### src/rtl/tank_spawn_ctrl.sv
// tank_spawn_ctrl: enemy-tank spawn manager for NUM_TANKS slots.
// Each slot runs WAIT -> READY -> REQ -> ALIVE -> WAIT. A round-robin arbiter
// grants one READY slot per game tick while the number of REQ/ALIVE slots is
// below MAX_ALIVE. tank_en, alive_cnt, kill_cnt and spawn_pulse are registered.
// Optional build macro SPAWN_WAVE_EN: the respawn delay shrinks by one tick per
// 8 kills (max(1, RESPAWN_TICKS - kill_cnt[7:3])). Without it the respawn delay
// is always RESPAWN_TICKS.

// Per-slot state machine and tick timer.
module tank_spawn_slot #(
    parameter int INIT_DELAY = 2,
    parameter int ACK_TICKS  = 3,
    parameter int TICK_W     = 4
) (
    input  logic              clk,
    input  logic              rst,
    input  logic              tick_i,
    input  logic              game_run_i,
    input  logic              tank_state_i,
    input  logic              grant_i,
    input  logic [TICK_W-1:0] resp_dly_i,
    output logic              ready_o,
    output logic              occ_o,
    output logic              alive_nxt_o,
    output logic              en_nxt_o,
    output logic              death_o
);

    typedef enum logic [1:0] {
        ST_WAIT  = 2'd0,
        ST_READY = 2'd1,
        ST_REQ   = 2'd2,
        ST_ALIVE = 2'd3
    } slot_st_e;

    localparam logic [TICK_W-1:0] T_INIT = TICK_W'(INIT_DELAY);
    localparam logic [TICK_W-1:0] T_ACK  = TICK_W'(ACK_TICKS);
    localparam logic [TICK_W-1:0] T_ONE  = TICK_W'(1);

    slot_st_e          st_q, st_d;
    logic [TICK_W-1:0] tmr_q, tmr_d;

    // State and timer registers; reset parks the slot in WAIT with the initial delay.
    always_ff @(posedge clk or posedge rst) begin
        if (rst) begin
            st_q  <= ST_WAIT;
            tmr_q <= T_INIT;
        end else begin
            st_q  <= st_d;
            tmr_q <= tmr_d;
        end
    end

    // Next-state logic; a pause overrides everything and restarts the initial delay.
    always_comb begin
        st_d    = st_q;
        tmr_d   = tmr_q;
        death_o = 1'b0;
        if (!game_run_i) begin
            st_d  = ST_WAIT;
            tmr_d = T_INIT;
        end else begin
            case (st_q)
                ST_WAIT: begin
                    // The tick that brings the timer to zero also makes the slot READY.
                    if (tick_i) begin
                        if (tmr_q <= T_ONE) begin
                            st_d  = ST_READY;
                            tmr_d = '0;
                        end else begin
                            tmr_d = tmr_q - T_ONE;
                        end
                    end
                end
                ST_READY: begin
                    // tank_state is deliberately ignored until the slot is granted.
                    if (grant_i) begin
                        st_d  = ST_REQ;
                        tmr_d = T_ACK;
                    end
                end
                ST_REQ: begin
                    if (tank_state_i) begin
                        st_d = ST_ALIVE;
                    end else if (tick_i) begin
                        // No acknowledge in time: back off for a single tick and retry.
                        if (tmr_q <= T_ONE) begin
                            st_d  = ST_WAIT;
                            tmr_d = T_ONE;
                        end else begin
                            tmr_d = tmr_q - T_ONE;
                        end
                    end
                end
                ST_ALIVE: begin
                    if (!tank_state_i) begin
                        st_d    = ST_WAIT;
                        tmr_d   = resp_dly_i;
                        death_o = 1'b1;
                    end
                end
                default: begin
                    st_d  = ST_WAIT;
                    tmr_d = T_INIT;
                end
            endcase
        end
    end

    assign ready_o     = (st_q == ST_READY);
    assign occ_o       = (st_q == ST_REQ) || (st_q == ST_ALIVE);
    assign alive_nxt_o = (st_d == ST_ALIVE);
    assign en_nxt_o    = (st_d == ST_REQ) || (st_d == ST_ALIVE);

endmodule

// Top level: slot array, occupancy cap, round-robin grant and counters.
module tank_spawn_ctrl #(
    parameter int NUM_TANKS     = 4,
    parameter int MAX_ALIVE     = 4,
    parameter int INIT_DELAY    = 2,
    parameter int RESPAWN_TICKS = 8,
    parameter int ACK_TICKS     = 3,
    parameter int TICK_W        = 4
) (
    input  logic                               clk,
    input  logic                               rst,
    input  logic                               tick,
    input  logic                               game_run,
    input  logic [NUM_TANKS-1:0]               tank_state,
    output logic [NUM_TANKS-1:0]               tank_en,
    output logic [$clog2(NUM_TANKS+1)-1:0]     alive_cnt,
    output logic [7:0]                         kill_cnt,
    output logic                               spawn_pulse
);

    localparam int CNT_W = $clog2(NUM_TANKS + 1);
    localparam int RR_W  = (NUM_TANKS > 1) ? $clog2(NUM_TANKS) : 1;

    logic [NUM_TANKS-1:0] slot_rdy, slot_occ, slot_alive_nxt, slot_en_nxt;
    logic [NUM_TANKS-1:0] slot_dead, slot_gnt;
    logic [CNT_W-1:0]     occ_cnt, alive_d, alive_q;
    logic                 gnt_vld, grant, spawn_q;
    logic [RR_W-1:0]      gnt_idx, scan_idx, rr_q, rr_d;
    logic [TICK_W-1:0]    resp_dly;
    logic [8:0]           n_dead, kill_sum;
    logic [7:0]           kill_q, kill_d;
    logic [NUM_TANKS-1:0] en_q;

    genvar g;
    for (g = 0; g < NUM_TANKS; g++) begin : g_slot
        tank_spawn_slot #(
            .INIT_DELAY (INIT_DELAY),
            .ACK_TICKS  (ACK_TICKS),
            .TICK_W     (TICK_W)
        ) u_slot (
            .clk          (clk),
            .rst          (rst),
            .tick_i       (tick),
            .game_run_i   (game_run),
            .tank_state_i (tank_state[g]),
            .grant_i      (slot_gnt[g]),
            .resp_dly_i   (resp_dly),
            .ready_o      (slot_rdy[g]),
            .occ_o        (slot_occ[g]),
            .alive_nxt_o  (slot_alive_nxt[g]),
            .en_nxt_o     (slot_en_nxt[g]),
            .death_o      (slot_dead[g])
        );
    end

`ifdef SPAWN_WAVE_EN
    // Respawn shortens by one tick per 8 kills, never below one tick.
    always_comb begin
        if (int'(kill_q[7:3]) >= RESPAWN_TICKS)
            resp_dly = TICK_W'(1);
        else
            resp_dly = TICK_W'(RESPAWN_TICKS - int'(kill_q[7:3]));
    end
`else
    assign resp_dly = TICK_W'(RESPAWN_TICKS);
`endif

    // Occupancy from registered slot states, so a death this cycle frees capacity next tick.
    always_comb begin
        occ_cnt = '0;
        for (int i = 0; i < NUM_TANKS; i++)
            occ_cnt = occ_cnt + CNT_W'(slot_occ[i]);
    end

    // First READY slot scanning upward from rr with wraparound.
    always_comb begin
        gnt_vld  = 1'b0;
        gnt_idx  = '0;
        scan_idx = '0;
        for (int k = 0; k < NUM_TANKS; k++) begin
            scan_idx = RR_W'((int'(rr_q) + k) % NUM_TANKS);
            if (!gnt_vld && slot_rdy[scan_idx]) begin
                gnt_vld = 1'b1;
                gnt_idx = scan_idx;
            end
        end
    end

    assign grant = tick && game_run && gnt_vld && (occ_cnt < CNT_W'(MAX_ALIVE));

    // One-hot grant to the chosen slot and pointer advance past it.
    always_comb begin
        for (int i = 0; i < NUM_TANKS; i++)
            slot_gnt[i] = grant && (gnt_idx == RR_W'(i));
        rr_d = grant ? RR_W'((int'(gnt_idx) + 1) % NUM_TANKS) : rr_q;
    end

    // Live count from next-state slots and saturating kill accumulation.
    always_comb begin
        alive_d = '0;
        n_dead  = '0;
        for (int i = 0; i < NUM_TANKS; i++) begin
            alive_d = alive_d + CNT_W'(slot_alive_nxt[i]);
            n_dead  = n_dead + 9'(slot_dead[i]);
        end
        kill_sum = {1'b0, kill_q} + n_dead;
        kill_d   = kill_sum[8] ? 8'hFF : kill_sum[7:0];
    end

    // Output and arbitration registers.
    always_ff @(posedge clk or posedge rst) begin
        if (rst) begin
            en_q    <= '0;
            alive_q <= '0;
            kill_q  <= '0;
            spawn_q <= 1'b0;
            rr_q    <= '0;
        end else begin
            en_q    <= slot_en_nxt;
            alive_q <= alive_d;
            kill_q  <= kill_d;
            spawn_q <= grant;
            rr_q    <= rr_d;
        end
    end

    assign tank_en     = en_q;
    assign alive_cnt   = alive_q;
    assign kill_cnt    = kill_q;
    assign spawn_pulse = spawn_q;

endmodule

### config.mk
export PLATFORM = sky130hd
export DESIGN_NAME = tank_spawn_ctrl
export DESIGN_NICKNAME = d
export VERILOG_FILES = /design/src/rtl/tank_spawn_ctrl.sv
export SDC_FILE = /design/constraint.sdc
export NUM_CORES = 1
export LEC_CHECK = 0
export CAP_MARGIN = 20
export CORE_ASPECT_RATIO = 0.8
export CORE_MARGIN = 2
export CORE_UTILIZATION = 53
export DETAILED_ROUTE_END_ITERATION = 8
export PLACE_DENSITY_LB_ADDON = 0.12
export RECOVER_POWER = 100
export SYNTH_ARGS = -nofsm -noshare
export SYNTH_HDL_FRONTEND = slang
export SYNTH_HIERARCHICAL = 1
export SYNTH_SLANG_ARGS = --single-unit
### constraint.sdc
create_clock -name clk -period 3.2 [get_ports clk]
set_input_delay 0.8 -clock clk [delete_from_list [all_inputs] [get_ports clk]]
set_output_delay 0.8 -clock clk [all_outputs]
set_load 0.05 [all_outputs]
======== Yosys cells after proc, flatten, opt, wreduce, memory -nomap -nowiden ========
Cells that the tools add are included.
cells by class
  add/subtract/negate cells ............... 18
  $lt $le $gt $ge ......................... 9
  equal/unequal tests ..................... 43
  muxes and demuxes ....................... 101
  reductions and logical operators ........ 30
operators with widths
  kind                   count
  $mux W4                32
  $mux W2                36
  $pmux W4 S4            4
  $ne A3 B3 Y1 const B   16
  $eq A2 B2 Y1 const B   18
  $pmux W2 S4            4
  $mux W1                20
  $reduce_and A5 Y1      4
  $le A4 B1 Y1 const B   4
  $sub A4 B1 Y4 const B  4
  $lt A2 B3 Y1 const B   4
  $ne A3 B2 Y1 const B   4
  $eq A2 B1 Y1 const B   5
  $logic_and A1 B1 Y1    10
  $logic_not A2 Y1       5
  $add A2 B1 Y3          3
  $add A8 B4 Y9          1
  $bmux W1 S2            4
  $logic_or A1 B1 Y1     8
  $mux W8                1
  $add A1 B1 Y2          3
  $add A3 B1 Y3          2
  $add A2 B1 Y2 const B  2
  $add A2 B2 Y2 const B  2
  other kinds (3)        5
word-level totals
  register bits ........................... 42
  input port bits ......................... 8
  output and inout port bits .............. 16

======== Logic depth before layout (Yosys ltp) ========
  word-level depth ........................ 23
  gate-level depth with buffers ........... 17

======== Modules after synthesis ========
The synthesis kept the hierarchy.
modules (own cells, without submodules)
  module           times used  cells an instance  area each (µm²)
  tank_spawn_slot  4           59                 513.0
  tank_spawn_ctrl  1           92                 1,002.2

======== Worst setup path after synthesis ========
OpenSTA, ideal clock, no wires.
  kind .................................... register to register
  from .................................... register g_slot[3].u_slot.st_q[1]
  to ...................................... register alive_q[1] (netlist: alive_cnt[1])
  library setup time ...................... 126 ps
  arrival ................................. 3,099 ps
  data required time ...................... 3,074 ps
  path slack .............................. -25 ps
  stages on the path, launching flop included .. 17
  path buffers ............................ 1
  period minus slack after synthesis ...... 3,225 ps
  cell sequence ........................... dfrtp_1 > buf_6 > nand2b_1 > inv_2 > nor2_1 > nor3_1 > inv_1 > ha_1 > and2_2 > inv_1 > nor2_1 > a2111oi_2 > inv_1 > fa_1 > inv_1 > ha_1 > ha_1
between the ends
  word-level cells in the longest chain between the ends .. 23
RTL lines
  what                           RTL line  RTL
  start: declaration             40        slot_st_e st_q, st_d;
  start signal: assignment       49        st_q <= st_d;
  $eq A2 B1 Y1 (*)               110       assign ready_o = (st_q == ST_READY);
  named net slot_rdy[3]          140       logic [NUM_TANKS-1:0] slot_rdy, slot_occ, slot_alive_nxt, slot_en_nxt;
  $bmux W1 S2                    198       if (!gnt_vld && slot_rdy[scan_idx]) begin
  $mux W1 (implied by the code)  198
  $mux W1                        198
  $logic_not A1 Y1               198
  $logic_and A1 B1 Y1            198
  $mux W1                        198
  [9 not listed]                 -
  named net slot_gnt[0]          141       logic [NUM_TANKS-1:0] slot_dead, slot_gnt;
  [1 not listed]                 -
  $pmux W2 S4 (*)                63        case (st_q)
  $mux W2 (*)                    59        if (!game_run_i) begin
  $eq A2 B2 Y1 (*)               112       assign alive_nxt_o = (st_d == ST_ALIVE);
  named net slot_alive_nxt[0]    140
  $add A1 B1 Y2 (*)              219       alive_d = alive_d + CNT_W'(slot_alive_nxt[i]);
  $add A2 B1 Y3 (*)              219
  $add A3 B1 Y3 (*)              219
  named net alive_d[1]           142       logic [CNT_W-1:0] occ_cnt, alive_d, alive_q;
  end signal: assignment         236       alive_q <= alive_d;
  end: declaration               142
Mark *: on every way through the listed nets, which the timed path passes. The rest lies on a longest branch. The select of a mux whose other input is x is not followed.
A chain may end at the register's enable or synchronous reset.

======== Worst setup path in the final report ========
  from .................................... input port tick
  to ...................................... register alive_q[1] (netlist: alive_cnt[1])
RTL lines
  what                               RTL line  RTL
  start: declaration                 128       input logic tick,
  $logic_and A1 B1 Y1 (3 in series)  205       assign grant = tick && game_run && gnt_vld && (occ_cnt < CNT_W'(MAX_ALIVE));
  $logic_and A1 B1 Y1                210       slot_gnt[i] = grant && (gnt_idx == RR_W'(i));
  $mux W2                            77        if (grant_i) begin
  $pmux W2 S4 (*)                    63
  $mux W2 (*)                        59
  $eq A2 B2 Y1 (*)                   112
  named net slot_alive_nxt[3]        140
  $add A3 B1 Y3 (*)                  219
  named net alive_d[1]               142
Mark *: on every way through the listed nets, which the timed path passes. The rest lies on a longest branch.

==> out/qor.yml <==
grt_overflow_total: 0
drt_first_pass_iters: 5
r2r.worst_path.cells: 15
antenna_found_initial: 0
portBuffers: 23
drcViolationCount: 0
hp-start: "g_slot[0].u_slot/tmr_q[1]"
synth_area_um2: 3050
rsz0062_at_grt: "true"
rr_startpoint: "g_slot[1].u_slot/st_q[1]"
drt-total-wl_mm: 7.00
hold_viol_final: 0
yosysTopAreaCellShare_pct: 31.1
crit_fanout: 4
timing.rr.end: "alive_cnt[1]"
cts_tree: "yes"
fp.dieArea_um2: 6390
met1_usage_pct: 34.0
critPathSlowestCell: "dlygate4sd3_1"
start_util_pct: 55.6
grt_use_met2_pct: 36.9
seq_area_frac_synth_pct: 34.6
gp_congestion: 0.863
synth_top_cells_by_area: "dfrtp_1, ha_1, inv_1"
slew_headroom_pct: 49.8
crit_family: "adder cells"
synth_cells: 328
tightest_slew_ps: 747
nFillCells: 450
final_util_pct: 69.8
dp_slack_ps: -326
crit_top_cell: "inv_1"
synth_seq_cells: 42
power.density_nw_per_um2: 809
peakVddDrop_mv: 0.429
hpwl_mm: 5.33
slew_viol_final: 0
tns_ps: 0
clk-insertion-delay-late_ps: 300
fin_crit_sh_pct: 98.7
path_clk_slew_ps: 90
cp_cell_sequence: "dlygate4sd3_1 > buf_4 > and2b_1 > nand2b_1 > a2111oi_2 > inv_1 > fa_1 > inv_1 > ha_1 > ha_2"
viasPerCell: 5.37
vias: 2622
clockRootBuffer: "clkbuf_8"
grt_pass1_wl_mm: 11.7
cts_made_buffers: 5
grt_max_degree: 21
wire_per_inst_um: 14.3
cp.required_ps: 3440
num_rows: 24
io_pins: 24
antenna_cells: 0
ant_nets: 0
synth_flop_cell: "dfrtp_1"
timing.critical_path.buf_inv: 4
placed_cells: 472
ys_types: 45
grt_pass1_vias: 2526
ys_warn_count: 6
min_period_ps: 3160
die_x_um: 88.9
max_freq_ghz: 0.317
leakage_nw: 1.77
synthMostInstantiatedCell: "inv_1"
setup_ws_ps: 40.7
setup_viol: 0
whs_ps: 561
worstPathArrival_ps: 3400
cts_sinks: 42
critical_path_class: "in2reg"
die_y_um: 71.9
synth_top_area_cell: "dfrtp_1"
final_nets: 437
whs_path_depth: 2
drtIter0Drc: 154
synthToLayoutAreaGrowth_pct: 25.6
hp-class: "reg2reg"
cts_buffer_depth: 2
core_area_um2: 5500
grt_use_met3_pct: 4.66
layout-drive-gt1-share_pct: 24.9
crit_path_start_kind: "primary input"
cp-end-kind: "register"
synth_common_cells: "inv_1, dfrtp_1, nor2_1"
slowest_delay_ps: 620
outcome: "finished, final reports clean"
grt_usage_pct: 23.7
cap_violations: 0
reg2reg_slack_ps: 40
synth-async-reset-ratio_pct: 100
busiest_layer: "met2"
worstHoldEndpoint: "g_slot[0].u_slot/tmr_q[1]"
syn_avg_cell_area_um2: 9.31
layout.cells.non_filler: 488
h-tree-depth: 2
synth_edf_count: 0
finClkSkew_ps: 6.42
==> flip-flops by register name, summed over array words and instances (netlist names) <==
register,count
alive_cnt,3
g_slot.u_slot/st_q,8
g_slot.u_slot/tmr_q,16
kill_cnt,8
rr_q,2
spawn_pulse,1
tank_en,4
==> worst max path at each step <==
stage / startpoint / end / slack (ps) / cells after the start
after detailed placement: game_run / kill_cnt[1] / -330 / 10
after CTS: g_slot[1].u_slot/st_q[1] / alive_cnt[1] / 10 / 15
after global routing: g_slot[1].u_slot/st_q[1] / alive_cnt[1] / -90 / 15
final: tick / alive_cnt[1] / 40 / 10
after global placement: game_run / kill_cnt[0] / -190 / 10
after floorplan: g_slot[3].u_slot/st_q[1] / alive_cnt[1] / 80 / 16
==> metrics by stage <==
stage / area, µm² / power [mW]
detailed placement: 3670 / 2.67
global placement: 3670 / 2.63
finish: 3840 / 3.10
floorplan: 3110 / 2.16
global route: 3840 / 3.35
CTS: 3760 / 3.05
==> kinds of logic after synthesis <==
logic type                 after synthesis  share of synthesized area [%]
and+or+nand+nor                         98                           17.1
muxes                                    7                           2.46
buffers and inverters                   55                           7.91
other                                    2                          0.246
xor gates and xnor gates                 3                          0.860
AOI/OAI and AO/OA                      101                           27.4
DFF                                     42                           34.6
adders and majority gates               20                           9.42
==> where the power goes <==
| part | internal [mW] | switching (mW) |
|---|---|---|
| clock | 0.174 | 0.193 |
| sequential | 0.706 | 0.166 |
| combinational | 0.861 | 1.00 |
==> area by class of cell <==
| cell class | instances | area [µm²] | share of cell area (%) |
|---|---|---|---|
| Multi-Input combinational cell | 245 | 1820 | 47.5 |
| Inverter | 43 | 169 | 4.40 |
| Tap cell | 78 | 97.6 | 2.54 |
| Sequential cell | 42 | 1060 | 27.5 |
| Clock buffer | 6 | 82.6 | 2.15 |
| Clock inverter | 2 | 12.5 | 0.326 |
| Timing Repair Buffer | 72 | 597 | 15.6 |
==> metal layers <==
metal  up-vias  routed length [µm]
met5         -                   0
met4         0                  52
met3         5                 331
met2        53                3280
met1      1262                3330
li1       1302                   -
==> timing repair <==
item,in CTS,in global routing
gates resized for setup,0,15
setup endpoints to repair,0,10
hold buffers,0,0
endpoints found under the hold margin,0,0
setup buffers,0,8
==> worst reg2reg max path, delay by kind of cell (launching register included) <==
| kind | cells | cell delay (ps) |
|---|---|---|
| AOI/OAI and AO/OA | 4 | 690 |
| adders and majority gates | 4 | 1240 |
| buffers and inverters | 4 | 330 |
| DFF | 1 | 430 |
| and+or+nand+nor | 3 | 430 |
==> placed cells by master, fill, tap and decap left out, types with 5 or more instances in the layout <==
master	netlist	routed
buf_4	0	45
dfrtp_1	38	38
inv_1	39	37
nor2_1	26	26
nand2_1	23	23
dlygate4sd3_1	0	18
a31oi_1	17	17
o21ai_1	20	17
conb_1	2	16
ha_1	15	13
a21oi_1	13	12
o21ai_0	9	12
nand2b_1	14	11
mux2i_1	6	6
clkbuf_8	0	6
nor3_1	6	5
o211ai_1	5	5
nor3_2	4	5
fa_1	5	5
No activity file was read; power rests on OpenSTA's default activity.
